[src/rtl/lvds_align_ctrl.sv]
// Word-alignment training sequencer for the sensor LVDS deserializer lanes.
// Trains one lane at a time by bitslipping until TRAIN_WORD is seen CHECK_CNT times in a row.
module lvds_align_ctrl #(
    parameter int unsigned      LANES      = 4,
    parameter int unsigned      WIDTH      = 12,
    parameter logic [WIDTH-1:0] TRAIN_WORD = 12'h0F0,
    parameter int unsigned      SETTLE_CYC = 8,
    parameter int unsigned      CHECK_CNT  = 16,
    parameter int unsigned      MAX_SLIP   = 12,
    localparam int unsigned     LW         = (LANES > 1) ? $clog2(LANES) : 1
) (
    input  logic                   i_clk,
    input  logic                   i_rst,
    input  logic                   i_start,
    input  logic                   i_lane_vld,
    input  logic [LANES*WIDTH-1:0] i_lane_data,
    output logic [LANES-1:0]       o_bitslip,
    output logic [LANES-1:0]       o_lane_locked,
    output logic [LW-1:0]          o_cur_lane,
    output logic                   o_busy,
    output logic                   o_align_done,
    output logic                   o_align_fail
);

    localparam int unsigned SW = (SETTLE_CYC + 1 > 1) ? $clog2(SETTLE_CYC + 1) : 1;
    localparam int unsigned MW = (CHECK_CNT + 1 > 1) ? $clog2(CHECK_CNT + 1) : 1;
    localparam int unsigned PW = (MAX_SLIP + 1 > 1) ? $clog2(MAX_SLIP + 1) : 1;

    typedef enum logic [2:0] {
        StIdle,
        StSettle,
        StCheck,
        StSlip,
        StNext,
        StDone,
        StFail
    } state_e;

    state_e           r_state,      w_state_next;
    logic [SW-1:0]    r_settle_cnt, w_settle_next;
    logic [MW-1:0]    r_match_cnt,  w_match_next;
    logic [PW-1:0]    r_slip_cnt,   w_slip_next;
    logic [LW-1:0]    r_cur_lane,   w_lane_next;
    logic [LANES-1:0] r_lane_locked, w_locked_next;
    logic [LANES-1:0] r_bitslip,    w_bitslip_next;
    logic [WIDTH-1:0] w_word;

    assign w_word = i_lane_data[r_cur_lane*WIDTH +: WIDTH];

    always_ff @(posedge i_clk or posedge i_rst) begin
        if (i_rst) begin
            r_state       <= StIdle;
            r_settle_cnt  <= '0;
            r_match_cnt   <= '0;
            r_slip_cnt    <= '0;
            r_cur_lane    <= '0;
            r_lane_locked <= '0;
            r_bitslip     <= '0;
        end else begin
            r_state       <= w_state_next;
            r_settle_cnt  <= w_settle_next;
            r_match_cnt   <= w_match_next;
            r_slip_cnt    <= w_slip_next;
            r_cur_lane    <= w_lane_next;
            r_lane_locked <= w_locked_next;
            r_bitslip     <= w_bitslip_next;
        end
    end

    always_comb begin
        w_state_next   = r_state;
        w_settle_next  = r_settle_cnt;
        w_match_next   = r_match_cnt;
        w_slip_next    = r_slip_cnt;
        w_lane_next    = r_cur_lane;
        w_locked_next  = r_lane_locked;
        w_bitslip_next = '0;
        unique case (r_state)
            StIdle, StDone, StFail: begin
                if (i_start) begin
                    w_state_next  = StSettle;
                    w_lane_next   = '0;
                    w_slip_next   = '0;
                    w_match_next  = '0;
                    w_settle_next = '0;
                    w_locked_next = '0;
                end
            end
            StSettle: begin
                if (r_settle_cnt == SW'(SETTLE_CYC - 1)) begin
                    w_state_next  = StCheck;
                    w_settle_next = '0;
                end else begin
                    w_settle_next = r_settle_cnt + SW'(1);
                end
            end
            StCheck: begin
                if (i_lane_vld) begin
                    if (w_word == TRAIN_WORD) begin
                        if (r_match_cnt == MW'(CHECK_CNT - 1)) begin
                            w_state_next              = StNext;
                            w_match_next              = '0;
                            w_locked_next[r_cur_lane] = 1'b1;
                        end else begin
                            w_match_next = r_match_cnt + MW'(1);
                        end
                    end else if (r_slip_cnt < PW'(MAX_SLIP)) begin
                        // Pulse is registered on entry so it lines up with the SLIP cycle.
                        w_state_next               = StSlip;
                        w_match_next               = '0;
                        w_bitslip_next[r_cur_lane] = 1'b1;
                    end else begin
                        w_state_next = StFail;
                    end
                end
            end
            StSlip: begin
                w_slip_next  = r_slip_cnt + PW'(1);
                w_state_next = StSettle;
            end
            StNext: begin
                if (r_cur_lane == LW'(LANES - 1)) begin
                    w_state_next = StDone;
                end else begin
                    w_lane_next  = r_cur_lane + LW'(1);
                    w_slip_next  = '0;
                    w_match_next = '0;
                    w_state_next = StSettle;
                end
            end
            default: w_state_next = StIdle;
        endcase
    end

    assign o_bitslip     = r_bitslip;
    assign o_lane_locked = r_lane_locked;
    assign o_cur_lane    = r_cur_lane;
    assign o_busy        = (r_state == StSettle) || (r_state == StCheck) ||
                           (r_state == StSlip)   || (r_state == StNext);
    assign o_align_done  = (r_state == StDone);
    assign o_align_fail  = (r_state == StFail);

endmodule

[config.mk]
export PLATFORM = sky130hd
export DESIGN_NAME = lvds_align_ctrl
export DESIGN_NICKNAME = d
export VERILOG_FILES = /design/src/rtl/lvds_align_ctrl.sv
export SDC_FILE = /design/constraint.sdc
export NUM_CORES = 1
export LEC_CHECK = 0
export CAP_MARGIN = 10
export CORE_MARGIN = 8
export CORE_UTILIZATION = 44
export DETAILED_ROUTE_END_ITERATION = 8
export MAX_ROUTING_LAYER = met4
export PLACE_DENSITY = 0.83
export SLEW_MARGIN = 20
export SYNTH_ARGS = -nofsm -noshare
export SYNTH_HDL_FRONTEND = slang
export SYNTH_SLANG_ARGS = --single-unit
export TNS_END_PERCENT = 5
[constraint.sdc]
create_clock -name i_clk -period 2.26 [get_ports i_clk]
set_input_delay 0.452 -clock i_clk [delete_from_list [all_inputs] [get_ports i_clk]]
set_output_delay 0.452 -clock i_clk [all_outputs]
set_load 0.005 [all_outputs]
==> run metrics <==
Avg Cell Area, Syn=roughly 8.9 µm²; switch share=36.95%; first-pass GRT wire length=a little under 8000 µm; Seq cells post-synth=26; syn nets=approximately 250; DR vias=1718; Max-Cap Viols=0; Worst R2R End=r_match_cnt[3]$_DFFE_PP0P_; R2R setup slack=~210 ps; # fillers=~310; DR WL/cell=approximately 15 µm; DP Area=2459 µm²; power share of the clock group=20.5%; async set or reset register ratio after synthesis=100.0%; die area=6124 µm²; internal power=about 1200 µW; Initial Util=between 40% and 50%; fin crit share=between 90 and 100%; gr usage total=15.62%; critical path class=reg2out; Final Critical Period=~2200 ps; Hold-fix buffers, CTS=0; Setup crit end kind=output port; Clock Sinks=26; dpl ws=-48.89 ps; clock latency on the worst-skew pair=about 270 ps; hpwl dp=between 3000 and 4000 µm; Worst Hold Class=reg2reg; Mapped Cells=roughly 190; worst slew pin tran=~500 ps; clock root buffer=clkbuf_8; Crit Path Max Fanout=10; Die W=about 80 µm; Design Area, Final=around 2500 µm²; vias in the first global route=about 1800; IO Count=65; Worst-path clk slew=~100 ps; YS warnings=0; Die Y=a little under 80 µm; DR pass1 iterations=4; Hold Crit Start=o_lane_locked[0]$_DFFE_PP0P_; number of port buffers=64; logic gate share of total power=approximately 44%; R2R depth=8; share of cells above drive strength 1=roughly 11%; Antenna diodes=0; worst setup margin=90.65 ps; endpoints failing setup=0; unrepaired setup endpoints after global routing=false; number of synthesized flops with an enable pin=0; GPL Wtd Cong=~0.84; Vias/cell=roughly 5.5; CTS tree=yes; status=finished, final reports clean; static leakage power=about 0.0010 µW; total grt overflow=0; Main synth FF type=dfrtp_1; Crit path required time=~1800 ps; sequential-to-total area share from yosys stat=38.15%; P&R area growth vs syn=48.50%; Inserted Clock Buffers=3; setup bufs post-CTS=0; Peak Freq=0.4610 GHz; initial antenna violation count=0; post-synth cell types=between 50 and 60; Cell Area, Synth=1705 µm²; # rows=22; Core ar.=roughly 3700 µm²; WL final=between 4000 and 5000 µm; Max Buffers Root-to-Sink=2; Arrival @ worst endpoint=1720 ps; sequential share of power=35.1%; Cell Pwr Density=between 700 and 800 nW/µm²; final antenna-violating net count=0; Final Hold Viols=0; 1st-iter DRT viols=approximately 110; pin count of the biggest net entering global routing=27; H-tree depth=1; CP Launch Type=flip-flop; sink of the worst hold path=o_lane_locked[0]$_DFFE_PP0P_; Final Max Slew Viols=0; WHS Path Cells=2; Worst Skew=7.175 ps; Worst VDD drop=0.3583 mV; Switch Pwr=~700 µW; reg2reg start=o_cur_lane[0]$_DFFE_PP0P_; relative slew slack=about two thirds; DRC=0; Layout Nets=roughly 330
[registers in the layout (all words and copies together), names as in the netlist]
| register | count |
|---|---|
| r_settle_cnt | 4 |
| o_cur_lane | 2 |
| r_slip_cnt | 4 |
| r_match_cnt | 5 |
| r_state | 3 |
| o_bitslip | 4 |
| o_lane_locked | 4 |
[synth_stat cells, drive strengths merged (2+ instances only)]
cell / n / share of area [%]
nor3b: 2 / 0.88
nand2b: 8 / 2.9
xnor2: 2 / 1.0
nand3b: 2 / 0.88
o21ai: 13 / 3.8
nor2: 15 / 3.3
a21oi: 11 / 3.2
a31oi: 2 / 1.1
o221ai: 2 / 1.0
nand3: 6 / 2.1
nor3: 5 / 2.1
inv: 5 / 1.1
nor2b: 6 / 2.2
o31ai: 6 / 2.9
ha: 7 / 5.1
nor4b: 5 / 3.4
a211oi: 2 / 0.88
nand4: 4 / 1.5
and4b: 2 / 1.2
nor4bb: 2 / 1.2
dfrtp: 26 / 38
buf: 7 / 2.4
nand2: 31 / 7.0
or3b: 2 / 1.0
or2: 2 / 0.73
[worst max-delay path, stage by stage (launching register included)]
cell and delay (ps):
dfrtp_2 500, nand2b_1 260, nor2_1 150, clkdlybuf4s50_1 530
[metrics by stage]
step	power [µW]	hold WS, ps	TNS [ps]	instances	utilization [%]
after CTS	1899	490.9	0	313	68.62
after detailed placement	1505	468.3	-125.9	309	66.66
after global routing	2032	508.3	0	313	68.66
final	1897	484.6	0	313	68.66
after floorplan	1201	456.5	0	192	-
after global placement	1478	464.3	-29.10	309	66.66
[kinds of logic (layout without fill, tap and decap cells)]
family | after synthesis | in the layout | share of synthesized area [%]
simple gates | 96 | 96 | 32.06
compound gates | 45 | 45 | 17.90
flops | 26 | 26 | 38.15
buf+inv | 13 | 86 | 3.742
fa+ha+maj | 7 | 7 | 5.135
xor+xnor | 3 | 3 | 1.541
mux | 2 | 2 | 1.467
[worst max path at each step]
stage	start	to	cells past startpoint
6_report	r_state[0]$_DFFE_PP0P_	o_align_fail	3
5_1_grt	r_state[1]$_DFFE_PP0P_	o_busy	3
4_1_cts	r_state[0]$_DFFE_PP0P_	o_align_fail	3
3_5_place_dp	i_start	r_match_cnt[3]$_DFFE_PP0P_	8
3_3_place_gp	i_start	r_match_cnt[3]$_DFFE_PP0P_	8
2_1_floorplan	o_cur_lane[0]$_DFFE_PP0P_	r_match_cnt[3]$_DFFE_PP0P_	7
[power by group through the flow]
stage                     combinational, µW  sequential [µW]  clock [µW]
after floorplan                         589              612           0
after global placement                  811              667           0
after detailed placement                833              672           0
after CTS                               841              663         396
after global routing                    932              685         415
final                                   842              666         388
[cell usage in the layout (no fill, tap or decap), types with 4 or more instances in the layout]
master / Yosys / layout
clkdlybuf4s50_1: 0 / 64
nand2_1: 30 / 30
dfrtp_1: 26 / 24
nor2_1: 15 / 15
buf_4: 0 / 13
o21ai_0: 12 / 12
a21oi_1: 11 / 11
nand2b_1: 8 / 8
ha_1: 7 / 7
nor2b_1: 6 / 6
nand3_1: 5 / 5
inv_1: 5 / 5
o31ai_1: 5 / 5
nor4b_1: 4 / 4
nand4_1: 4 / 4
nor3_1: 4 / 4
[metal layers]
| layer | global-route usage [%] | vias up | wire length, µm |
|---|---|---|---|
| li1 | - | 841 | - |
| met1 | 18.75 | 798 | 2143 |
| met2 | 24.94 | 75 | 2082 |
| met3 | 4.328 | 4 | 334 |
| met4 | 4.630 | 0 | 46 |
| met5 | - | - | 0 |
[cell type report]
class | instances | area (µm²) | area share, %
flip-flops and latches | 26 | 653.1 | 25.79
clock buffers | 3 | 41.29 | 1.630
multi-input cells | 153 | 991.0 | 39.13
repair buffers | 77 | 738.2 | 29.15
inverters | 5 | 18.77 | 0.7411
clock inverters | 1 | 30.03 | 1.186
well taps | 48 | 60.06 | 2.372
[what timing repair did]
action,4_1_cts,5_1_grt
endpoints found under the setup margin,1,1
gates resized for setup,1,1
endpoints found under the hold margin,0,0
gates cloned,0,0
Power figures use the tool's default switching activity.
